<file path="src/rtl/norm_pkg.sv">
// ============================================================================
// Module : norm_pkg
// Desc   : Shared widths and FSM state encoding for the normalization unit.
// Rev    : 1.0  initial release
// ============================================================================
`default_nettype none

package norm_pkg;

    localparam int DATA_W  = 32;
    localparam int SHAMT_W = 5;

    typedef enum logic [1:0] {
        IDLE = 2'd0,
        RUN  = 2'd1,
        DONE = 2'd2
    } state_t;

endpackage

`default_nettype wire

</file>
<file path="src/rtl/norm_detect.sv">
// ============================================================================
// Module : norm_detect
// Desc   : Flags when the working value is normalized (leading-one or sign).
// Rev    : 1.0  initial release
// ============================================================================
`default_nettype none

module norm_detect
    import norm_pkg::*;
(
    input  logic [DATA_W-1:0] i_value,
    input  logic              i_signed,
    output logic              o_norm
);

    // Signed values are normalized once the top two bits differ.
    always_comb begin
        if (i_signed) begin
            o_norm = i_value[DATA_W-1] ^ i_value[DATA_W-2];
        end else begin
            o_norm = i_value[DATA_W-1];
        end
    end

endmodule

`default_nettype wire

</file>
<file path="src/rtl/norm_unit.sv">
// ============================================================================
// Module : norm_unit
// Desc   : Iterative normalizer; shifts left one bit per cycle until normalized.
// Rev    : 1.0  initial release
// ============================================================================
`default_nettype none

module norm_unit
    import norm_pkg::*;
(
    input  logic               clk,
    input  logic               reset,
    input  logic               start,
    input  logic [DATA_W-1:0]  A,
    input  logic               is_signed,
    output logic               busy,
    output logic               done,
    output logic [DATA_W-1:0]  result,
    output logic [SHAMT_W-1:0] shift_amount,
    output logic               is_zero
);

    localparam logic [SHAMT_W-1:0] c_CNT_MAX = '1;

    state_t              r_state;
    state_t              w_next;
    logic [DATA_W-1:0]   r_work;
    logic [SHAMT_W-1:0]  r_count;
    logic                r_signed;
    logic                r_zero;
    logic                w_norm;
    logic                w_at_cap;
    logic                w_a_zero;

    norm_detect u_detect (
        .i_value  (r_work),
        .i_signed (r_signed),
        .o_norm   (w_norm)
    );

    assign w_at_cap = (r_count == c_CNT_MAX);
    assign w_a_zero = (A == '0);

    always_ff @(posedge clk or posedge reset) begin
        if (reset) begin
            r_state <= IDLE;
        end else begin
            r_state <= w_next;
        end
    end

    always_comb begin
        w_next = r_state;
        case (r_state)
            IDLE: begin
                if (start) begin
                    w_next = w_a_zero ? DONE : RUN;
                end
            end
            RUN: begin
                if (w_norm || w_at_cap) begin
                    w_next = DONE;
                end
            end
            DONE:    w_next = IDLE;
            default: w_next = IDLE;
        endcase
    end

    always_comb begin
        busy = (r_state != IDLE);
        done = (r_state == DONE);
    end

    // Working register and count hold outside of accept/shift, so they double as outputs.
    always_ff @(posedge clk or posedge reset) begin
        if (reset) begin
            r_work   <= '0;
            r_count  <= '0;
            r_signed <= 1'b0;
            r_zero   <= 1'b0;
        end else begin
            case (r_state)
                IDLE: begin
                    if (start) begin
                        r_work   <= A;
                        r_count  <= '0;
                        r_signed <= is_signed;
                        r_zero   <= w_a_zero;
                    end
                end
                RUN: begin
                    if (!(w_norm || w_at_cap)) begin
                        r_work  <= {r_work[DATA_W-2:0], 1'b0};
                        r_count <= r_count + 1'b1;
                    end
                end
                default: begin
                end
            endcase
        end
    end

    assign result       = r_work;
    assign shift_amount = r_count;
    assign is_zero      = r_zero;

endmodule

`default_nettype wire

</file>
<file path="config.mk">
export PLATFORM = sky130hd
export DESIGN_NAME = norm_unit
export DESIGN_NICKNAME = d
export VERILOG_FILES = /design/src/rtl/norm_pkg.sv /design/src/rtl/norm_detect.sv /design/src/rtl/norm_unit.sv
export SDC_FILE = /design/constraint.sdc
export NUM_CORES = 1
export LEC_CHECK = 0
export ABC_CLOCK_PERIOD_IN_PS = 2000
export CORE_ASPECT_RATIO = 1.25
export CORE_UTILIZATION = 39
export DETAILED_ROUTE_END_ITERATION = 10
export PLACE_DENSITY = 0.85
export SYNTH_ARGS = -nofsm -noshare
export SYNTH_HDL_FRONTEND = slang
export SYNTH_SLANG_ARGS = --single-unit
</file>
<file path="constraint.sdc">
create_clock -name clk -period 2 [get_ports clk]
set_input_delay 0.4 -clock clk [delete_from_list [all_inputs] [get_ports clk]]
set_output_delay 0.4 -clock clk [all_outputs]
set_load 0.05 [all_outputs]
</file>
==> key figures, run 1 <==
Global routing
  • Global-route usage over all layers: 20.9%
  • Initial antenna violation count: 0
  • GRT overflow: 0
  • Largest net degree at the start of global routing: 27
  • Global-route wire length before repair: 8530 um
  • Vias in the first global route: 1857

Finish
  • Fraction of layout cells with a size suffix above 1: between 30% and 40%
  • P&R area growth vs syn: 66.9%
  • Final nets: ~320
  • Ant. Diodes: 0
  • Final Util: between 60% and 70%

Route
  • DRT antenna net count: 0
  • Drt total wl: between 5000 and 6000 um
  • Drt pass-1 iters: 4
  • Routed len/inst: around 17 um
  • Via count: 1922
  • Post-route DRC: 0
  • Vias per cell: between 5 and 6
  • Detailed Route Iter0 Violations: 126

Setup path
  • Critical path class: register to register
  • Startpoint Class: register
  • Worst setup startpoint: shift_amount[1]
  • CP Capture Type: register
  • R2R Setup Slk: -0.13 ns
  • Worst EP required: roughly 2.2 ns
  • R2r startpoint: shift_amount[1]
  • Crit-path max FO: 6
  • Crit path DAT: about 2.3 ns

Die
  • Starting Density: 41.2%
  • IO Count: 76
  • Die footprint: ~5400 um^2
  • Core Box Area: 4800 um^2
  • Die width: about 66 um
  • Die Height: around 80 um
  • # rows: 28

Timing
  • PnR worst setup slack: -0.128 ns
  • Fin. Hold Viols: 0
  • Sum of negative setup slack: -3.14 ns
  • Skew final: 0.00570 ns
  • Final Setup Violations: 36
  • Worst-margin pin slew: 0.521 ns
  • Final Max Tran Viols: 0
  • Final min period: around 2.1 ns
  • Final worst-path cycle share: 106%
  • Max-slew headroom: about two thirds
  • Fmax: between 400 and 500 MHz
  • Setup repair after global routing missed its margin: true

CTS
  • Clock-pin slew on the worst setup and hold paths: around 0.080 ns
  • Clock root buffer: clkbuf_8
  • H-tree Lvls: 2
  • Latest clock arrival within the worst-skew pair: slightly below 0.3 ns
  • Clock Sinks: 41
  • Num CTS Buffers: 5
  • TritonCTS clock tree: done
  • Worst-case clock buffer depth: 2
  • Cts hold-fix bufs: 0

Synth
  • Post-synthesis sequential area ratio: 51.8%
  • Synth Warn #: 0
  • Post-Syn Instances: between 150 and 200
  • Syn_nets: 234
  • Synthesized area per cell: 10.1 um^2
  • Post-Syn Area: between 1500 and 2000 um^2
  • Unique masters post-synth: 31
  • #FFs+latches synth: 41

Run status
  • Failing checks: negative setup slack
  • Status: finished, violations left

Placement
  • I/O Buffers: between 70 and 80
  • Hpwl dp: around 3700 um
  • GP Congestion: approximately 0.77

Power and ir drop
  • Maximum VDD drop: ~1.2 mV
  • Leak pwr: 1.45 nW
  • Power per standard cell area: between 1500 and 2000 nW/um^2

Min path
  • Hold crit path type: input port to async pin

Job
  • Max-cap viol count: 0
logic make-up (layout without fill, tap and decap cells):
logic type | Yosys count | in the layout | synth area share, %
compound gates | 56 | 56 | 16.5
fa+ha+maj | 2 | 2 | 1.26
buf+inv | 31 | 119 | 8.22
flops | 41 | 41 | 51.8
mux | 20 | 20 | 10.2
simple gates | 46 | 48 | 12.0
area by class of cell:
cell class / instances / area, um^2
Clock buffer: 7 / 96.3
Clock inverter: 1 / 5.00
Sequential cell: 41 / 1030
Timing Repair Buffer: 94 / 971
Inverter: 17 / 63.8
Multi-Input combinational cell: 126 / 1060
Tap cell: 60 / 75.1
Fill cell: 372 / 1500
worst max-delay path: stages (launching register included):
cell,delay (ns)
dfrtp_2,0.43
ha_4,0.16
and3_4,0.18
ha_4,0.15
or3b_4,0.39
or3_4,0.39
o211ai_1,0.22
o31ai_2,0.10
Yosys cell counts (all sizes together):
cell type / number / area, um^2
mux2i: 19 / 190
dfrtp: 41 / 1030
clkbuf: 4 / 15.0
a21boi: 1 / 7.51
and3: 1 / 6.26
o22ai: 12 / 75.1
inv: 17 / 63.8
and2b: 1 / 7.51
or2: 1 / 6.26
a21oi: 12 / 60.1
nand2: 23 / 86.3
or3: 1 / 11.3
nor2b: 1 / 6.26
and3b: 1 / 8.76
o31a: 1 / 8.76
nand3: 3 / 15.0
ha: 2 / 25.0
nor2: 1 / 3.75
buf: 10 / 83.8
nand4: 2 / 12.5
o31ai: 3 / 32.5
o21a: 1 / 7.51
nor4: 9 / 56.3
or3b: 2 / 17.5
o211ai: 2 / 15.0
o21ai: 24 / 120
mux2: 1 / 11.3
power breakdown:
group	internal, mW	switching [mW]	total (mW)
Combinational	1.66	2.49	4.14
Sequential	1.20	0.393	1.59
Clock	0.312	0.278	0.590
what timing repair did:
item                                    CTS  global route
resized for setup                        12            56
setup buffers                             1             0
gates cloned                              2             4
pin swaps                                 7            23
endpoints found under the setup margin   37            39
metrics by stage:
| stage | setup slack [ns] | hold slack [ns] | area [um^2] | instances | power (mW) |
|---|---|---|---|---|---|
| global placement | -0.121 | 0.471 | 2840 | 331 | 4.77 |
| detailed placement | -0.182 | 0.482 | 2840 | 331 | 4.85 |
| global route | -0.180 | 0.484 | 3300 | 346 | 6.61 |
| floorplan | -0.192 | 0.490 | 2020 | 196 | 3.86 |
| CTS | -0.177 | 0.450 | 3010 | 342 | 5.57 |
| finish | -0.128 | 0.447 | 3300 | 346 | 6.33 |
sequential cells by signal, summed over array words and instances (netlist names):
signal	cells
is_zero	1
r_signed	1
r_state	2
result	32
shift_amount	5
routing by layer:
| metal | global-route usage [%] | wire length (um) |
|---|---|---|
| met1 | 23.8 | 2240 |
| met2 | 37.1 | 3290 |
| met3 | 5.14 | 328 |
| met4 | 7.83 | 116 |
| met5 | 0 | 0 |
final timing paths:
check,to,cells after the start
min,result[17],3
max reg2reg,shift_amount[3],7
min in group clk,is_zero,2
min reg2reg,is_zero,2
max,shift_amount[3],7
max in group asynchronous,shift_amount[0],3
placed cells by master, fill, tap and decap left out, types with 2 or more instances in the layout:
master,n
nand2_4,9
dlymetal6s2s_1,2
mux2i_1,19
o21ai_2,9
o31ai_2,2
o211ai_1,2
nor4_1,9
clkdlybuf4s50_1,66
buf_12,2
ha_4,2
dfrtp_1,39
or3_4,3
nand2_2,10
clkbuf_8,7
a21oi_2,7
nand3_1,2
o22ai_2,4
dfrtp_2,2
buf_4,18
a21oi_1,5
nand4_1,2
o21ai_1,13
nand2_1,4
clkbuf_16,3
o22ai_1,7
inv_1,16
(Power assumes the default switching activity.)
==> run 2, diff against run 1 <==
--- a/config.mk
+++ b/config.mk
@@ -6,7 +6,9 @@
 export NUM_CORES = 1
 export LEC_CHECK = 0
 export ABC_CLOCK_PERIOD_IN_PS = 2000
+export CAP_MARGIN = 0
 export CORE_ASPECT_RATIO = 1.25
+export CORE_MARGIN = 2
 export CORE_UTILIZATION = 39
 export DETAILED_ROUTE_END_ITERATION = 10
 export PLACE_DENSITY = 0.85
==> run 2 against run 1 <==
The flow still finishes with violations (negative setup slack). Flip-flop and latch count stayed put. Utilization shrank 5.6 points. Register-to-register slack lost 0.04 ns. Clock power up 0.8%. Non-clock buffer count down 4. Setup slack got worse by 0.036 ns. Sequential power shrank 3%. Clock skew rose by 0.0067 ns. Highest routed layer unchanged.
==> key figures, run 2 (synthesis gave the netlist of run 1 again) <==
Die
  • Die Height: 83.7 um (+2.4%)
  • Die width: 67.7 um (+3.0%)
  • Die footprint: 5660 um^2 (+5.6%)
  • Core Box Area: 4970 um^2 (+3.6%)
  • IO Count: 76 (unchanged)
  • Starting Density: 39.8% (-1.4 points)
  • # rows: 29 (+3.6%)

Min path
  • Hold crit path type: register to register

Global routing
  • GRT overflow: 0 (unchanged)
  • Global-route wire length before repair: 8610 um (+0.97%)
  • Global-route usage over all layers: 20.2% (-0.61 points)
  • Vias in the first global route: 1813 (-2.4%)
  • Largest net degree at the start of global routing: 42 (+56%)
  • Initial antenna violation count: 0 (unchanged)

Timing
  • Fmax: 462 MHz (-1.7%)
  • PnR worst setup slack: -0.164 ns (-0.0359 ns)
  • Setup repair after global routing missed its margin: true
  • Final Setup Violations: 37 (+2.8%)
  • Final min period: 2.16 ns (+0.0359 ns)
  • Max-slew headroom: 53.9% (-11 points)
  • Fin. Hold Viols: 0 (unchanged)
  • Skew final: 0.0124 ns (+0.00668 ns)
  • Worst-margin pin slew: 0.685 ns (+0.164 ns)
  • Final Max Tran Viols: 0 (unchanged)
  • Final worst-path cycle share: 108% (+1.8 points)

Finish
  • Largest register FFs: 32 (unchanged)
  • Most common cell after layout, fill and taps aside: clkdlybuf4s50_1
  • Final nets: 319 (-1.2%)
  • Layout filler cell count: 399 (+7.3%)
  • Commonest non-fill, non-tap cells in the layout: 64 x clkdlybuf4s50_1, 39 x dfrtp_1, 20 x o21ai_1
  • P&R area growth vs syn: 58.7%
  • Fraction of layout cells with a size suffix above 1: 24.5% (-7.0 points)
  • Design Area, Final: 3140 um^2 (-4.9%)
  • Final cell count without fillers: 344 (-0.58%)
  • Ant. Diodes: 0 (unchanged)

Route
  • Via count: 1850 (-3.7%)
  • Routed len/inst: 17.0 um (-1.3%)
  • Drt total wl: 5860 um (-1.9%)
  • DRT antenna net count: 0 (unchanged)
  • Detailed Route Iter0 Violations: 163 (+29%)
  • Drt pass-1 iters: 4 (unchanged)
  • Post-route DRC: 0 (unchanged)
  • Vias per cell: 5.38 (-3.2%)

Placement
  • Placed cell area: 2840 um^2 (unchanged)
  • GP Congestion: 0.775 (+0.35%)
  • I/O Buffers: 75 (unchanged)
  • Hpwl dp: 3810 um (+2.9%)
  • DP Cell Count: 330 (-0.30%)

Setup path
  • Crit path DAT: 2.36 ns (+0.06 ns)
  • CP Capture Type: register
  • Crit-path max FO: 6 (unchanged)
  • Worst EP required: 2.19 ns (+0.02 ns)
  • CP max stage cell: dfrtp_2
  • Critical path class: register to register
  • Most frequent CP cell: ha_4
  • CP peak stage delay: 0.43 ns (about the same)
  • Crit-path cells: ha_4 > and3_4 > ha_4 > or3b_4 > or3_4 > buf_4 > o22ai_4 > a21oi_2
  • Startpoint Class: register

CTS
  • TritonCTS clock tree: done
  • Latest clock arrival within the worst-skew pair: 0.30 ns (about the same)
  • H-tree Lvls: 2 (unchanged)
  • Cts hold-fix bufs: 0 (unchanged)
  • Num CTS Buffers: 5 (unchanged)
  • Clock Sinks: 41 (unchanged)
  • Clock root buffer: clkbuf_8
  • Worst-case clock buffer depth: 2 (unchanged)
  • Clock-pin slew on the worst setup and hold paths: 0.08 ns (about the same)

Power and ir drop
  • Part of the power in registers: 26.3% (+1.1 points)
  • Switching share of total power: 50.0% (+0.14 points)
  • Leak pwr: 1.37 nW (-5.8%)
  • Power per standard cell area: 1870 nW/um^2 (-2.2%)
  • Net Switching: 2.94 mW (-6.7%)
  • Total power: 5.88 mW (-7.0%)
  • Logic pwr share: 63.6% (-1.9 points)
  • Maximum VDD drop: 1.11 mV (-4.6%)
  • Clock share of power: 10.1% (+0.8 points)
  • Pint: 2.94 mW (-7.3%)

Run status
  • Status: finished, violations left
  • Failing checks: negative setup slack

Job
  • Max-cap viol count: 0 (unchanged)
-- run 2: changes by cell type in the layout (fill, tap and decap cells not counted), sizes merged --
cell,before,now
dlymetal6s2s,2,3
dlygate4sd2,1,0
clkbuf,10,8
clkdlybuf4s50,66,64
-- run 2: timing repair --
item                       in CTS  in global routing
pin swaps                       4                  5
setup endpoints to repair      38                 39
gates resized for setup         7                 27
buffers inserted                1                  2
cloned                          2                  1
-- run 2: area by class of cell --
type | instances | area, um^2 | share of cell area [%]
Sequential cell | 41 | 1030 | 32.7
Clock inverter | 1 | 5.00 | 0.159
Inverter | 17 | 63.8 | 2.03
Timing Repair Buffer | 90 | 906 | 28.8
Tap cell | 62 | 77.6 | 2.47
Clock buffer | 7 | 96.3 | 3.07
Multi-Input combinational cell | 126 | 965 | 30.7
-- run 2: worst paths after layout --
check                                start              end  slack (ns)  cells after the start
max in group asynchronous            reset  shift_amount[1]        1.08                      3
max                        shift_amount[0]       result[28]       -0.16                      8
max reg2reg                shift_amount[0]       result[28]       -0.16                      8
min in group asynchronous            reset       result[24]        0.52                      3
min reg2reg                      result[8]        result[8]        0.51                      2
min                              result[8]        result[8]        0.51                      2
-- run 2: critical path: cells and delay by family, from the launching register on --
family | cells | cell delay (ns)
buf+inv | 1 | 0.16
fa+ha+maj | 2 | 0.31
flops | 1 | 0.43
simple gates | 3 | 0.98
compound gates | 2 | 0.17
-- run 2: per-stage QoR --
stage | utilization, % | hold slack (ns) | TNS (ns) | setup WS, ns
final | 63.2 | 0.511 | -3.05 | -0.164
after global placement | 57.0 | 0.465 | -0.511 | -0.117
after CTS | 60.0 | 0.507 | -3.64 | -0.196
after floorplan | - | 0.490 | -6.29 | -0.192
after detailed placement | 57.0 | 0.488 | -2.67 | -0.195
after global routing | 63.2 | 0.558 | -4.82 | -0.218
-- run 2: power by group through the flow --
stage | clock network [mW] | registers [mW] | logic [mW]
floorplan | 0 | 2.59 | 1.27
global placement | 0 | 1.50 | 3.31
detailed placement | 0 | 1.51 | 3.38
CTS | 0.609 | 1.50 | 3.45
global route | 0.647 | 1.60 | 3.96
finish | 0.595 | 1.55 | 3.74
-- run 2: layer usage --
metal | vias up | GRT usage (%) | routed length [um]
met1 | 896 | 23.8 | 2220
met4 | 0 | 8.35 | 110
met5 | - | 0 | 0
met2 | 72 | 34.2 | 3220
li1 | 869 | - | -
met3 | 13 | 4.86 | 308
==> run 3, diff against run 2 <==
--- a/config.mk
+++ b/config.mk
@@ -7,7 +7,6 @@
 export LEC_CHECK = 0
 export ABC_CLOCK_PERIOD_IN_PS = 2000
 export CAP_MARGIN = 0
-export CORE_ASPECT_RATIO = 1.25
 export CORE_MARGIN = 2
 export CORE_UTILIZATION = 39
 export DETAILED_ROUTE_END_ITERATION = 10
==> run 3 against run 2 <==
The flow still finishes with violations (negative setup slack). Hold slack worse by 0.069 ns. First-iteration DRC count is 63% lower. Sequential share of layout area is 0.71 points higher. Setup slack better by 0.038 ns. Flip-flop and latch count stayed put. Sequential power hardly changed. Critical path type unchanged. Largest power group unchanged.
==> key figures, run 3 (synthesis gave the netlist of run 1 again) <==
Finish
  • Final Util: 63.8% (+0.64 points)
  • Final cell count without fillers: 348 (+1.2%)
  • Ant. Diodes: 0 (unchanged)
  • P&R area growth vs syn: 55.4%
  • Commonest non-fill, non-tap cells in the layout: 66 x clkdlybuf4s50_1, 39 x dfrtp_1, 23 x nand2_1
  • Largest register FFs: 32 (unchanged)
  • Most common cell after layout, fill and taps aside: clkdlybuf4s50_1
  • Final nets: 318 (-0.31%)
  • Design Area, Final: 3080 um^2 (-2.1%)
  • Fraction of layout cells with a size suffix above 1: 17.4% (-7.0 points)

Timing
  • Skew final: 0.00915 ns (-0.00323 ns)
  • Fin. Hold Viols: 0 (unchanged)
  • PnR worst setup slack: -0.126 ns (+0.0381 ns)
  • Final min period: 2.13 ns (-0.0381 ns)
  • Fmax: 470 MHz (+1.8%)
  • Final worst-path cycle share: 106% (-1.9 points)
  • Final Setup Violations: 38 (+2.7%)
  • Setup repair after global routing missed its margin: true
  • Worst-margin pin slew: 0.525 ns (-0.160 ns)
  • Final Max Tran Viols: 0 (unchanged)
  • Max-slew headroom: 64.9% (+11 points)

Power and ir drop
  • Logic pwr share: 61.4% (-2.2 points)
  • Switching share of total power: 48.7% (-1.4 points)
  • Clock share of power: 12.2% (+2.1 points)
  • Leak pwr: 1.36 nW (-0.82%)
  • Part of the power in registers: 26.4% (about the same)
  • Pint: 2.94 mW (+0.18%)
  • Maximum VDD drop: 1.31 mV (+19%)
  • Net Switching: 2.79 mW (-5.1%)
  • Power per standard cell area: 1870 nW/um^2 (-0.36%)
  • Total power: 5.74 mW (-2.5%)

CTS
  • Cts hold-fix bufs: 0 (unchanged)
  • TritonCTS clock tree: done
  • Worst-case clock buffer depth: 2 (unchanged)
  • Clock root buffer: clkbuf_8
  • Latest clock arrival within the worst-skew pair: 0.29 ns (about the same)
  • H-tree Lvls: 2 (unchanged)
  • Num CTS Buffers: 5 (unchanged)
  • Clock Sinks: 41 (unchanged)
  • Clock-pin slew on the worst setup and hold paths: 0.08 ns (about the same)

Die
  • Die width: 75.2 um (+11%)
  • Die Height: 75.2 um (-10%)
  • IO Count: 76 (unchanged)
  • # rows: 25 (-14%)
  • Starting Density: 41.1% (+1.3 points)
  • Core Box Area: 4820 um^2 (-3.1%)
  • Die footprint: 5660 um^2 (about the same)

Setup path
  • Critical path class: register to register
  • Crit-path max FO: 15 (+9)
  • R2r startpoint: shift_amount[0]
  • Reg2reg path depth: 8 (unchanged)
  • Crit path DAT: 2.31 ns (-0.05 ns)
  • Startpoint Class: register
  • CP Capture Type: register
  • R2R Setup Slk: -0.13 ns (+0.04 ns)
  • Worst EP required: 2.18 ns (about the same)
  • RR Endpoint: result[27]

Route
  • Routed len/inst: 15.1 um (-11%)
  • DRT antenna net count: 0 (unchanged)
  • Drt total wl: 5260 um (-10%)
  • Uppermost layer routed: met4
  • Drt pass-1 iters: 4 (unchanged)
  • Via count: 1766 (-4.5%)
  • WL met3: 271 um (-12%)
  • Detailed Route Iter0 Violations: 60 (-63%)
  • Post-route DRC: 0 (unchanged)
  • Vias per cell: 5.07 (-5.6%)
  • Routed length on met2: 2680 um (-17%)
  • Met1 Wirelength: 2270 um (+2.3%)

Run status
  • Status: finished, violations left
  • Failing checks: negative setup slack

Min path
  • Hold crit path type: input port to async pin

Global routing
  • Global-route usage over all layers: 18.8% (-1.5 points)
  • Global-route wire length before repair: 8150 um (-5.4%)
  • Largest net degree at the start of global routing: 42 (unchanged)
  • Vias in the first global route: 1780 (-1.8%)
  • GRT overflow: 0 (unchanged)
  • Initial antenna violation count: 0 (unchanged)

Placement
  • Hpwl dp: 3730 um (-2.0%)
  • Placed cell area: 2870 um^2 (+1.2%)
  • GP Congestion: 0.787 (+1.5%)
  • DP Cell Count: 338 (+2.4%)
  • I/O Buffers: 75 (unchanged)
  • Pre-CTS setup slack: -0.130 ns (+0.0652 ns)

Job
  • Max-cap viol count: 0 (unchanged)
-- run 3: cell count changes in the layout (fill, tap and decap cells not counted), sizes merged --
cell | previous run | this run
or3 | 3 | 1
buf | 22 | 21
clkdlybuf4s50 | 64 | 66
dlymetal6s2s | 3 | 2
clkinvlp | 0 | 1
dlygate4sd2 | 0 | 1
clkbuf | 8 | 7
bufinv | 0 | 1
clkinv | 2 | 1
-- run 3: layout make-up --
cell class,instances,area (um^2)
Fill cell,396,1740
Clock inverter,2,37.5
Multi-Input combinational cell,124,865
Clock buffer,6,82.6
Tap cell,67,83.8
Timing Repair Buffer,91,915
Sequential cell,41,1030
Inverter,17,63.8
-- run 3: critical path: stages (launching register included) --
cell	delay [ns]
dfrtp_2	0.43
ha_4	0.16
and3_4	0.18
ha_4	0.14
or3b_4	0.36
or3_4	0.38
buf_12	0.17
o22ai_1	0.14
a21oi_1	0.05
-- run 3: worst max path at each step --
stage / startpoint / end / slack [ns] / cells past startpoint
2_1_floorplan: shift_amount[0] / result[31] / -0.19 / 8
3_3_place_gp: shift_amount[0] / result[25] / -0.07 / 8
3_5_place_dp: shift_amount[0] / result[23] / -0.13 / 8
4_1_cts: shift_amount[0] / result[31] / -0.13 / 8
5_1_grt: shift_amount[1] / result[23] / -0.18 / 8
6_report: shift_amount[0] / result[27] / -0.13 / 8
-- run 3: metrics by stage --
stage | setup TNS [ns] | hold slack [ns]
after floorplan | -6.29 | 0.490
after global placement | -0.950 | 0.493
after global routing | -4.97 | 0.485
final | -2.60 | 0.442
after CTS | -2.69 | 0.444
after detailed placement | -2.60 | 0.500
-- run 3: timing repair --
action | in CTS | in global routing
buffers inserted | 1 | 0
cloned | 0 | 1
pin swaps | 0 | 1
resized for setup | 4 | 8
endpoints found under the setup margin | 39 | 41
-- run 3: metal layers --
metal / up-vias / global-route usage, %
met1: 853 / 24.3
met4: 0 / 4.29
li1: 859 / -
met3: 4 / 4.69
met5: - / 0
met2: 50 / 32.0
-- run 3: power by group through the flow --
stage / logic (mW) / registers [mW] / clock network (mW)
floorplan: 1.27 / 2.59 / 0
global placement: 3.33 / 1.50 / 0
detailed placement: 3.39 / 1.51 / 0
CTS: 3.41 / 1.50 / 0.719
global route: 3.73 / 1.56 / 0.752
finish: 3.52 / 1.52 / 0.700
